==> src/rtl/spi_reg_pkg.sv <==
// rtl/spi_reg_pkg.sv - register map, FSM states and reset values for spi_reg_ctrl
package spi_reg_pkg;

    localparam logic [6:0] REG_PH0    = 7'h00;
    localparam logic [6:0] REG_PH1    = 7'h01;
    localparam logic [6:0] REG_PH2    = 7'h02;
    localparam logic [6:0] REG_PH3    = 7'h03;
    localparam logic [6:0] REG_WAVE   = 7'h04;
    localparam logic [6:0] REG_AMP    = 7'h05;
    localparam logic [6:0] REG_RUN    = 7'h06;
    localparam logic [6:0] REG_STATUS = 7'h07;

    localparam int ST_BAD_ADDR = 0;
    localparam int ST_SHORT    = 1;

    localparam logic [31:0] PHASE_RST       = 32'h0;
    localparam logic [1:0]  WAVE_RST        = 2'b00;
    localparam logic        RUN_RST         = 1'b0;
    localparam logic [7:0]  AMP_RST_DEFAULT = 8'hFF;

    typedef enum logic [2:0] {
        S_IDLE,
        S_CMD,
        S_WR,
        S_RD,
        S_DISCARD,
        S_COMMIT
    } state_t;

endpackage

==> src/rtl/sync2.sv <==
// rtl/sync2.sv - two-flop synchronizer with parameterized reset value
module sync2 #(
    parameter logic RST_VAL = 1'b0
) (
    input  logic clk,
    input  logic rst_n,
    input  logic d,
    output logic q
);

    logic meta;

    // Two-stage capture of an asynchronous level.
    always_ff @(posedge clk or negedge rst_n) begin
        if (!rst_n) begin
            meta <= RST_VAL;
            q    <= RST_VAL;
        end else begin
            meta <= d;
            q    <= meta;
        end
    end

endmodule

==> src/rtl/spi_reg_ctrl.sv <==
// rtl/spi_reg_ctrl.sv - SPI framed register controller with atomic commit to DDS config
// Optional readback path built when SPI_READBACK_EN is defined.
module spi_reg_ctrl
    import spi_reg_pkg::*;
#(
    parameter int         NREG    = 8,
    parameter int         B       = 8,
    parameter logic [7:0] AMP_RST = AMP_RST_DEFAULT
) (
    input  logic         clk,
    input  logic         rst_n,
    input  logic         ss,
    input  logic         br,
    input  logic [B-1:0] wordout,
    output logic [B-1:0] wordin,
    output logic         load,
    output logic [31:0]  phase_inc,
    output logic [1:0]   wave_sel,
    output logic [7:0]   amplitude,
    output logic         run,
    output logic         cfg_update
);

    localparam int AW = $clog2(NREG);

    logic          ss_s, br_s, ss_d, br_prev;
    logic          ss_fall, ss_rise, byte_det;
    logic [7:0]    rx;
    logic [6:0]    cmd_addr;
    logic          cmd_bad;
    logic [AW-1:0] addr;
    logic [6:0]    addr7;
    logic          got_data;
    logic [31:0]   sh_phase;
    logic [1:0]    sh_wave;
    logic [7:0]    sh_amp;
    logic          sh_run;
    logic [1:0]    status;
    state_t        state, state_n;

    sync2 #(.RST_VAL(1'b1)) u_sync_ss (.clk(clk), .rst_n(rst_n), .d(ss), .q(ss_s));
    sync2 #(.RST_VAL(1'b0)) u_sync_br (.clk(clk), .rst_n(rst_n), .d(br), .q(br_s));

    // Edge history; br history is held high outside a frame so the counter-0 level at frame start makes no edge.
    always_ff @(posedge clk or negedge rst_n) begin
        if (!rst_n) begin
            ss_d    <= 1'b1;
            br_prev <= 1'b1;
        end else begin
            ss_d    <= ss_s;
            br_prev <= ss_s ? 1'b1 : br_s;
        end
    end

    assign ss_fall  = ss_d & ~ss_s;
    assign ss_rise  = ~ss_d & ss_s;
    assign byte_det = ~ss_s & br_s & ~br_prev;
    assign rx       = wordout[7:0];
    assign cmd_addr = rx[6:0];
    assign cmd_bad  = (cmd_addr >= 7'(NREG));
    assign addr7    = 7'(addr);
    assign cfg_update = (state == S_COMMIT);

    // Frame state register.
    always_ff @(posedge clk or negedge rst_n) begin
        if (!rst_n) state <= S_IDLE;
        else        state <= state_n;
    end

    // Frame sequencing: command byte picks the path, ss rise ends the frame.
    always_comb begin
        state_n = state;
        case (state)
            S_IDLE: if (ss_fall) state_n = S_CMD;
            S_CMD: begin
                if (ss_rise) state_n = S_IDLE;
                else if (byte_det) begin
                    if (cmd_bad)    state_n = S_DISCARD;
                    else if (rx[7]) state_n = S_WR;
`ifdef SPI_READBACK_EN
                    else            state_n = S_RD;
`else
                    else            state_n = S_DISCARD;
`endif
                end
            end
            S_WR:      if (ss_rise) state_n = got_data ? S_COMMIT : S_IDLE;
            S_RD:      if (ss_rise) state_n = S_IDLE;
            S_DISCARD: if (ss_rise) state_n = S_IDLE;
            S_COMMIT:  state_n = S_IDLE;
            default:   state_n = S_IDLE;
        endcase
    end

    // Shadow file writes, status flags, address tracking and the atomic commit.
    always_ff @(posedge clk or negedge rst_n) begin
        if (!rst_n) begin
            addr      <= '0;
            got_data  <= 1'b0;
            sh_phase  <= PHASE_RST;
            sh_wave   <= WAVE_RST;
            sh_amp    <= AMP_RST;
            sh_run    <= RUN_RST;
            status    <= 2'b00;
            phase_inc <= PHASE_RST;
            wave_sel  <= WAVE_RST;
            amplitude <= AMP_RST;
            run       <= RUN_RST;
        end else begin
            case (state)
                S_CMD: begin
                    if (byte_det) begin
                        addr     <= cmd_addr[AW-1:0];
                        got_data <= 1'b0;
                        if (cmd_bad) status[ST_BAD_ADDR] <= 1'b1;
`ifdef SPI_READBACK_EN
                        else if (!rx[7]) addr <= cmd_addr[AW-1:0] + AW'(1);
`endif
                    end
                end
                S_WR: begin
                    if (byte_det) begin
                        case (addr7)
                            REG_PH0:    sh_phase[7:0]   <= rx;
                            REG_PH1:    sh_phase[15:8]  <= rx;
                            REG_PH2:    sh_phase[23:16] <= rx;
                            REG_PH3:    sh_phase[31:24] <= rx;
                            REG_WAVE:   sh_wave         <= rx[1:0];
                            REG_AMP:    sh_amp          <= rx;
                            REG_RUN:    sh_run          <= rx[0];
                            REG_STATUS: status          <= status & ~rx[1:0];
                            default: ;
                        endcase
                        addr     <= addr + AW'(1);
                        got_data <= 1'b1;
                    end
                    if (ss_rise) begin
                        if (got_data) begin
                            phase_inc <= sh_phase;
                            wave_sel  <= sh_wave;
                            amplitude <= sh_amp;
                            run       <= sh_run;
                        end else begin
                            status[ST_SHORT] <= 1'b1;
                        end
                    end
                end
`ifdef SPI_READBACK_EN
                S_RD: begin
                    if (byte_det) begin
                        addr     <= addr + AW'(1);
                        got_data <= 1'b1;
                    end
                    if (ss_rise && !got_data) status[ST_SHORT] <= 1'b1;
                end
`endif
                default: ;
            endcase
        end
    end

`ifdef SPI_READBACK_EN
    logic [6:0] rd_addr;
    logic [7:0] rd_byte;
    logic [7:0] wordin_r;

    // Readback mux over the shadow file; in the command cycle the address comes from the byte itself.
    always_comb begin
        rd_addr = (state == S_CMD) ? cmd_addr : addr7;
        rd_byte = 8'h00;
        case (rd_addr)
            REG_PH0:    rd_byte = sh_phase[7:0];
            REG_PH1:    rd_byte = sh_phase[15:8];
            REG_PH2:    rd_byte = sh_phase[23:16];
            REG_PH3:    rd_byte = sh_phase[31:24];
            REG_WAVE:   rd_byte = {6'b0, sh_wave};
            REG_AMP:    rd_byte = sh_amp;
            REG_RUN:    rd_byte = {7'b0, sh_run};
            REG_STATUS: rd_byte = {6'b0, status};
            default:    rd_byte = 8'h00;
        endcase
    end

    // Readback byte latched at each detected byte of a read frame and held until the next one.
    always_ff @(posedge clk or negedge rst_n) begin
        if (!rst_n) begin
            wordin_r <= 8'h00;
        end else if (byte_det) begin
            if ((state == S_CMD && !cmd_bad && !rx[7]) || state == S_RD) wordin_r <= rd_byte;
        end
    end

    assign wordin = B'(wordin_r);
    assign load   = (state == S_RD);
`else
    // Status is only visible through readback; keep it as part of the register map.
    logic unused_status;
    assign unused_status = ^status;
    assign wordin = '0;
    assign load   = 1'b0;
`endif

endmodule

==> config.mk <==
export PLATFORM = sky130hd
export DESIGN_NAME = spi_reg_ctrl
export DESIGN_NICKNAME = d
export VERILOG_FILES = /design/src/rtl/spi_reg_pkg.sv /design/src/rtl/sync2.sv /design/src/rtl/spi_reg_ctrl.sv
export SDC_FILE = /design/constraint.sdc
export NUM_CORES = 1
export LEC_CHECK = 0
export BUFFER_PORTS_ARGS = -buffer_cell sky130_fd_sc_hd__buf_2
export CAP_MARGIN = 10
export CORE_UTILIZATION = 40
export DETAILED_ROUTE_END_ITERATION = 6
export GPL_TIMING_DRIVEN = 0
export HOLD_SLACK_MARGIN = 0.02
export PLACE_DENSITY_LB_ADDON = 0.15
export SLEW_MARGIN = 20
export SYNTH_ARGS = -nofsm -noshare
export SYNTH_HDL_FRONTEND = slang
export SYNTH_SLANG_ARGS = --single-unit
==> constraint.sdc <==
create_clock -name clk -period 2.2 [get_ports clk]
set_input_delay 0.22 -clock clk [delete_from_list [all_inputs] [get_ports clk]]
set_output_delay 0.22 -clock clk [all_outputs]
set_load 0.1 [all_outputs]
Yosys cells after proc, flatten, opt, wreduce, memory -nomap -nowiden
Index checks and enable logic that the tools add are counted.
{"block": "totals", "latchBits": 0, "word_cells": 76, "romBits": 0, "out_inout_bits": 53, "regBits": 99, "input_bits": 12, "mem_bits_rw": 0, "mem_count": 0}
{"block": "classes", "n_addsub": 1, "n_reduce_logical": 14, "eq_ne": 17, "div": 0, "n_mul": 0, "bitwise_logic": 7, "muxes": 16, "n_lt_le_gt_ge": 1, "shift": 0}
{"op": "$mux 3", "count": 10}
{"op": "$reduce_and 3->1", "count": 9}
{"op": "$eq 3x3->1 const B", "count": 5}
{"op": "$eq 3x2->1 const B", "count": 4}
{"op": "$pmux 3 s4", "count": 1}
{"op": "$ne 2x2->1 const B", "count": 4}
{"op": "$ge 7x4->1 const B", "count": 1}
{"op": "$logic_not 7->1", "count": 1}
{"op": "$eq 3x1->1 const B", "count": 2}
{"op": "$pmux 3 s2", "count": 1}
{"op": "$and 1x1->1", "count": 4}
{"op": "$reduce_and 4->1", "count": 1}
{"op": "$add 3x1->3 const B", "count": 1}
{"op": "$logic_not 3->1", "count": 1}
{"op": "$mux 1", "count": 3}
{"op": "$ne 3x3->1 const B", "count": 1}
{"op": "$not 1->1", "count": 3}
{"op": "$ne 2x1->1 const B", "count": 1}
{"op": "$pmux 1 s2", "count": 1}
{"op": "$reduce_bool 2->1", "count": 1}
{"op": "$reduce_or 2->1", "count": 1}

Logic depth before layout (Yosys ltp)
{"block": "logic_depth", "ltp_word": 6, "depth_mapped": 6, "ltp_nobuf": 5}

By module
A second synthesis with hierarchy kept.
{"block": "unflattened", "cells_unflattened": 252, "area_unflattened_um2": 4383.0}
{"mod": "spi_reg_ctrl", "n_inst": 1, "area_each_um2": 4280.4, "cells_per_inst": 248, "seq_area_each_um2": 2399.8}
{"mod": "sync2 at u_sync_ss", "n_inst": 1, "area_each_um2": 52.6, "cells_per_inst": 2, "seq_area_each_um2": 52.6}
{"mod": "sync2 at u_sync_br", "n_inst": 1, "area_each_um2": 50.0, "cells_per_inst": 2, "seq_area_each_um2": 50.0}

Worst setup path after synthesis
No wires, ideal clock.
{"block": "synth_path", "path_type": "flip-flop to output port", "startpoint": "register state[2]", "endpoint": "output port cfg_update", "required_time_ns": 1.980, "slack_ns": -0.733, "stages_incl_launch_ff": 3, "n_path_buf": 0, "arrival_ns": 2.713, "cell_sequence": "dfrtp_1 -> inv_1 -> nor3b_1"}
{"block": "synth_between", "elab_chain_len": 1}
{"element": "start: declaration", "line_no": "spi_reg_ctrl.sv:39", "rtl": "state_t state, state_n;"}
{"element": "start signal: assignment", "line_no": "spi_reg_ctrl.sv:67", "rtl": "else state <= state_n;"}
{"element": "$eq 3x3->1", "line_no": "spi_reg_ctrl.sv:62", "rtl": "assign cfg_update = (state == S_COMMIT);"}
{"element": "end: declaration", "line_no": "spi_reg_ctrl.sv:21", "rtl": "output logic cfg_update"}
No other way between the ends.

Worst setup path after layout
{"block": "layout_path", "startpoint": "register state[0]", "endpoint": "register phase_inc[27]"}
{"block": "layout_between", "elab_chain_len": 2}
{"element": "$eq 3x2->1", "line_no": "spi_reg_ctrl.sv:110", "rtl": "case (state)"}
{"element": "$reduce_and 3->1 (no line)"}
{"element": "end signal: assignment", "line_no": "spi_reg_ctrl.sv:139", "rtl": "phase_inc <= sh_phase;"}
{"element": "end: declaration", "line_no": "spi_reg_ctrl.sv:17", "rtl": "output logic [31:0] phase_inc,"}
No other way between the ends.
A chain may end at the register's enable or synchronous reset.

==> flow_metrics.tcl <==
set metrics [dict create \
    status "complete, no violations" \
    h-tree-depth 3 \
    final_net_count 354 \
    dp_hpwl_um 4940 \
    start_util 0.410 \
    path_clk_slew_ps 100 \
    wl_per_cell_um 15.6 \
    end_kind "register" \
    layout_min_cycle_time_ps 2110 \
    power.switching_w 0.00104 \
    syn_avg_cell_area_um2 15.4 \
    grt_max_degree 57 \
    crit_path_top_delay_cell "mux2_2" \
    yosys_warnings 0 \
    syn2layout_area_growth_pct 18.4 \
    ys_seq_area_frac 0.627 \
    die_w_um 102 \
    design.die.area_mm2 0.0104 \
    drt-pass1-iter-count 4 \
    p_leak_nw 2.33 \
    dp_cells 456 \
    synth-edff-count 0 \
    wl_um 7420 \
    hold_viol_final 0 \
    port-buffer-count 55 \
    cts_buffer_depth 2 \
    die_y_um 102 \
    fin_tns_setup_ps 0 \
    report.final.slew_viol_count 0 \
    overflow 0 \
    clock.fmax_ghz 0.474 \
    instances_no_fill 475 \
    hp-class "input pin to register" \
    ys.flop_type "dfrtp_1" \
    period_share 0.960 \
    p_int_w 0.00266 \
    drtIter0Drc 62 \
    comb_power_share 0.145 \
    path_common_cell "buf_2" \
    cts-buffers-inserted 9 \
    drtAntennaViolNets 0 \
    avgViaCountPerCell 4.77 \
    drcViolationCount 0 \
    seqPwrFrac 0.542 \
    clock_sinks 99 \
    power.clock.fraction 0.313 \
    path_cells "buf_2, or3b_1, buf_4, nor2_4, buf_2, mux2_2" \
    cp_max_fo 10 \
    slowest_delay_ps 370 \
    synth_cell_type_count 35 \
    synth_area_leaders "dfrtp_1, mux2_2, dfstp_2, buf_4, ha_1" \
    fin_util 0.485 \
    vias 2268 \
    grt_pass1_wl_um 11700 \
    diodes 0 \
    ys_top_cells_by_count "mux2_2, dfrtp_1, dfstp_2, buf_4" \
    path_class "register to register" \
    syn-cell-area_mm2 0.00399 \
    synth_seq_cells 99 \
    grt_pass1_vias 2181 \
    place_congestion 0.713 \
    worstPathArrival_ps 2360 \
    grt_usage 0.155 \
    fillers 877 \
    rsz0062_at_grt "false" \
    worst-path-buf-inv 3 \
    rows 36 \
    cts_tree "yes" \
    boundaryPins 65 \
    synth_area_leader_cell "dfrtp_1" \
    yosysTopAreaCellShare 0.496 \
    required_ps 2440 \
    syn-instance-count 259 \
    finClkSkew_ps 15.6 \
    cts_root_buffer "clkbuf_8" \
    coreArea_mm2 0.00973 \
    drv_cap 0 \
    antenna_found_initial 0 \
    insertion_delay_ps 360 \
    async_flop_share 1.00 \
    path_delay_family "buffers and inverters" \
    vdd_ir_drop_max_v 0.000302 \
    synth_most_common_cell "mux2_2" \
    setup-violations-final 0 \
    start_kind "register" \
    drive_gt1_frac 0.588 \
    power_density_mw_per_mm2 784 \
    power_switching_share 0.282 \
]
path summary, 6_finish.rpt:
path | from | to | slack, ps | cells past startpoint
max | state[0]$_DFFE_PN0P_ | phase_inc[27]$_DFFE_PN0P_ | 90 | 6
min | wordout[6] | sh_phase[30]$_DFFE_PN0P_ | 200 | 2
max reg2reg | state[0]$_DFFE_PN0P_ | phase_inc[27]$_DFFE_PN0P_ | 90 | 6
min reg2reg | u_sync_br.meta$_DFF_PN0_ | u_sync_br.q$_DFF_PN0_ | 350 | 0
max in group asynchronous | rst_n | amplitude[7]$_DFFE_PN1P_ | 1200 | 3
min in group asynchronous | rst_n | state[0]$_DFFE_PN0P_ | 350 | 2
power by group through the flow:
stage          logic [W]  registers, W  clock network (W)
6_report        0.000536       0.00201            0.00116
2_1_floorplan   0.000399       0.00203                  0
4_1_cts         0.000542       0.00201            0.00119
3_3_place_gp    0.000513       0.00204                  0
3_5_place_dp    0.000537       0.00204                  0
5_1_grt         0.000595       0.00203            0.00127
through the flow:
| step | instance area, um2 | power, W | worst slack, ps | hold WS, ps |
|---|---|---|---|---|
| CTS | 4720 | 0.00374 | 78.6 | 182 |
| detailed placement | 4500 | 0.00258 | 79.3 | 173 |
| finish | 4720 | 0.00370 | 88.6 | 200 |
| global route | 4720 | 0.00389 | 0.973 | 187 |
| global placement | 4470 | 0.00255 | -114 | 326 |
| floorplan | 4020 | 0.00243 | 245 | -75.6 |
sequential cells by signal, summed over array words and instances (netlist names), 2 cells and up:
signal and count:
sh_amp 8, state 3, amplitude 8, phase_inc 32
wave_sel 2, sh_phase 32, addr 3, sh_wave 2
layout make-up:
class,instances,area [um2],share of cell area
well taps,133,166,0.0352
clock inverters,5,61.3,0.0130
repair buffers,59,339,0.0718
clock buffers,11,131,0.0278
multi-input cells,145,1390,0.294
flip-flops and latches,99,2500,0.530
inverters,6,22.5,0.00477
plain buffers,17,111,0.0236
cell families after synthesis:
family,after synthesis,synth area share
simple gates,29,0.0480
flops,99,0.627
xor+xnor,1,0.00220
other cells,1,0.000940
mux,90,0.253
buf+inv,23,0.0336
compound gates,11,0.0188
fa+ha+maj,5,0.0157
cell usage in the layout, fill, tap and decap left out, drive strengths merged, types with 2 or more instances in the layout:
master	n
nor2	5
nor4	2
a211oi	2
clkinv	3
mux2	88
dfstp	20
clkbuf	12
dfrtp	79
a21oi	2
nand2	9
or3b	2
nor4b	2
conb	9
o21ai	2
ha	5
inv	7
buf	72
dlygate4sd3	3
nand3	3
nor2b	2
mux2i	2
per-layer routing:
layer  share of wire  GRT usage  routed length [um]
met1            0.49      0.218                3650
met2            0.45      0.228                3330
met3           0.046     0.0404                 344
met4           0.012     0.0692                  88
met5               0          0                   0
repair_timing:
item / in CTS / in global routing
hold buffers: 3 / 0
resized for setup: 0 / 0
setup buffers: 0 / 0
hold endpoints to repair: 41 / 0
Power figures use the tool's default switching activity.
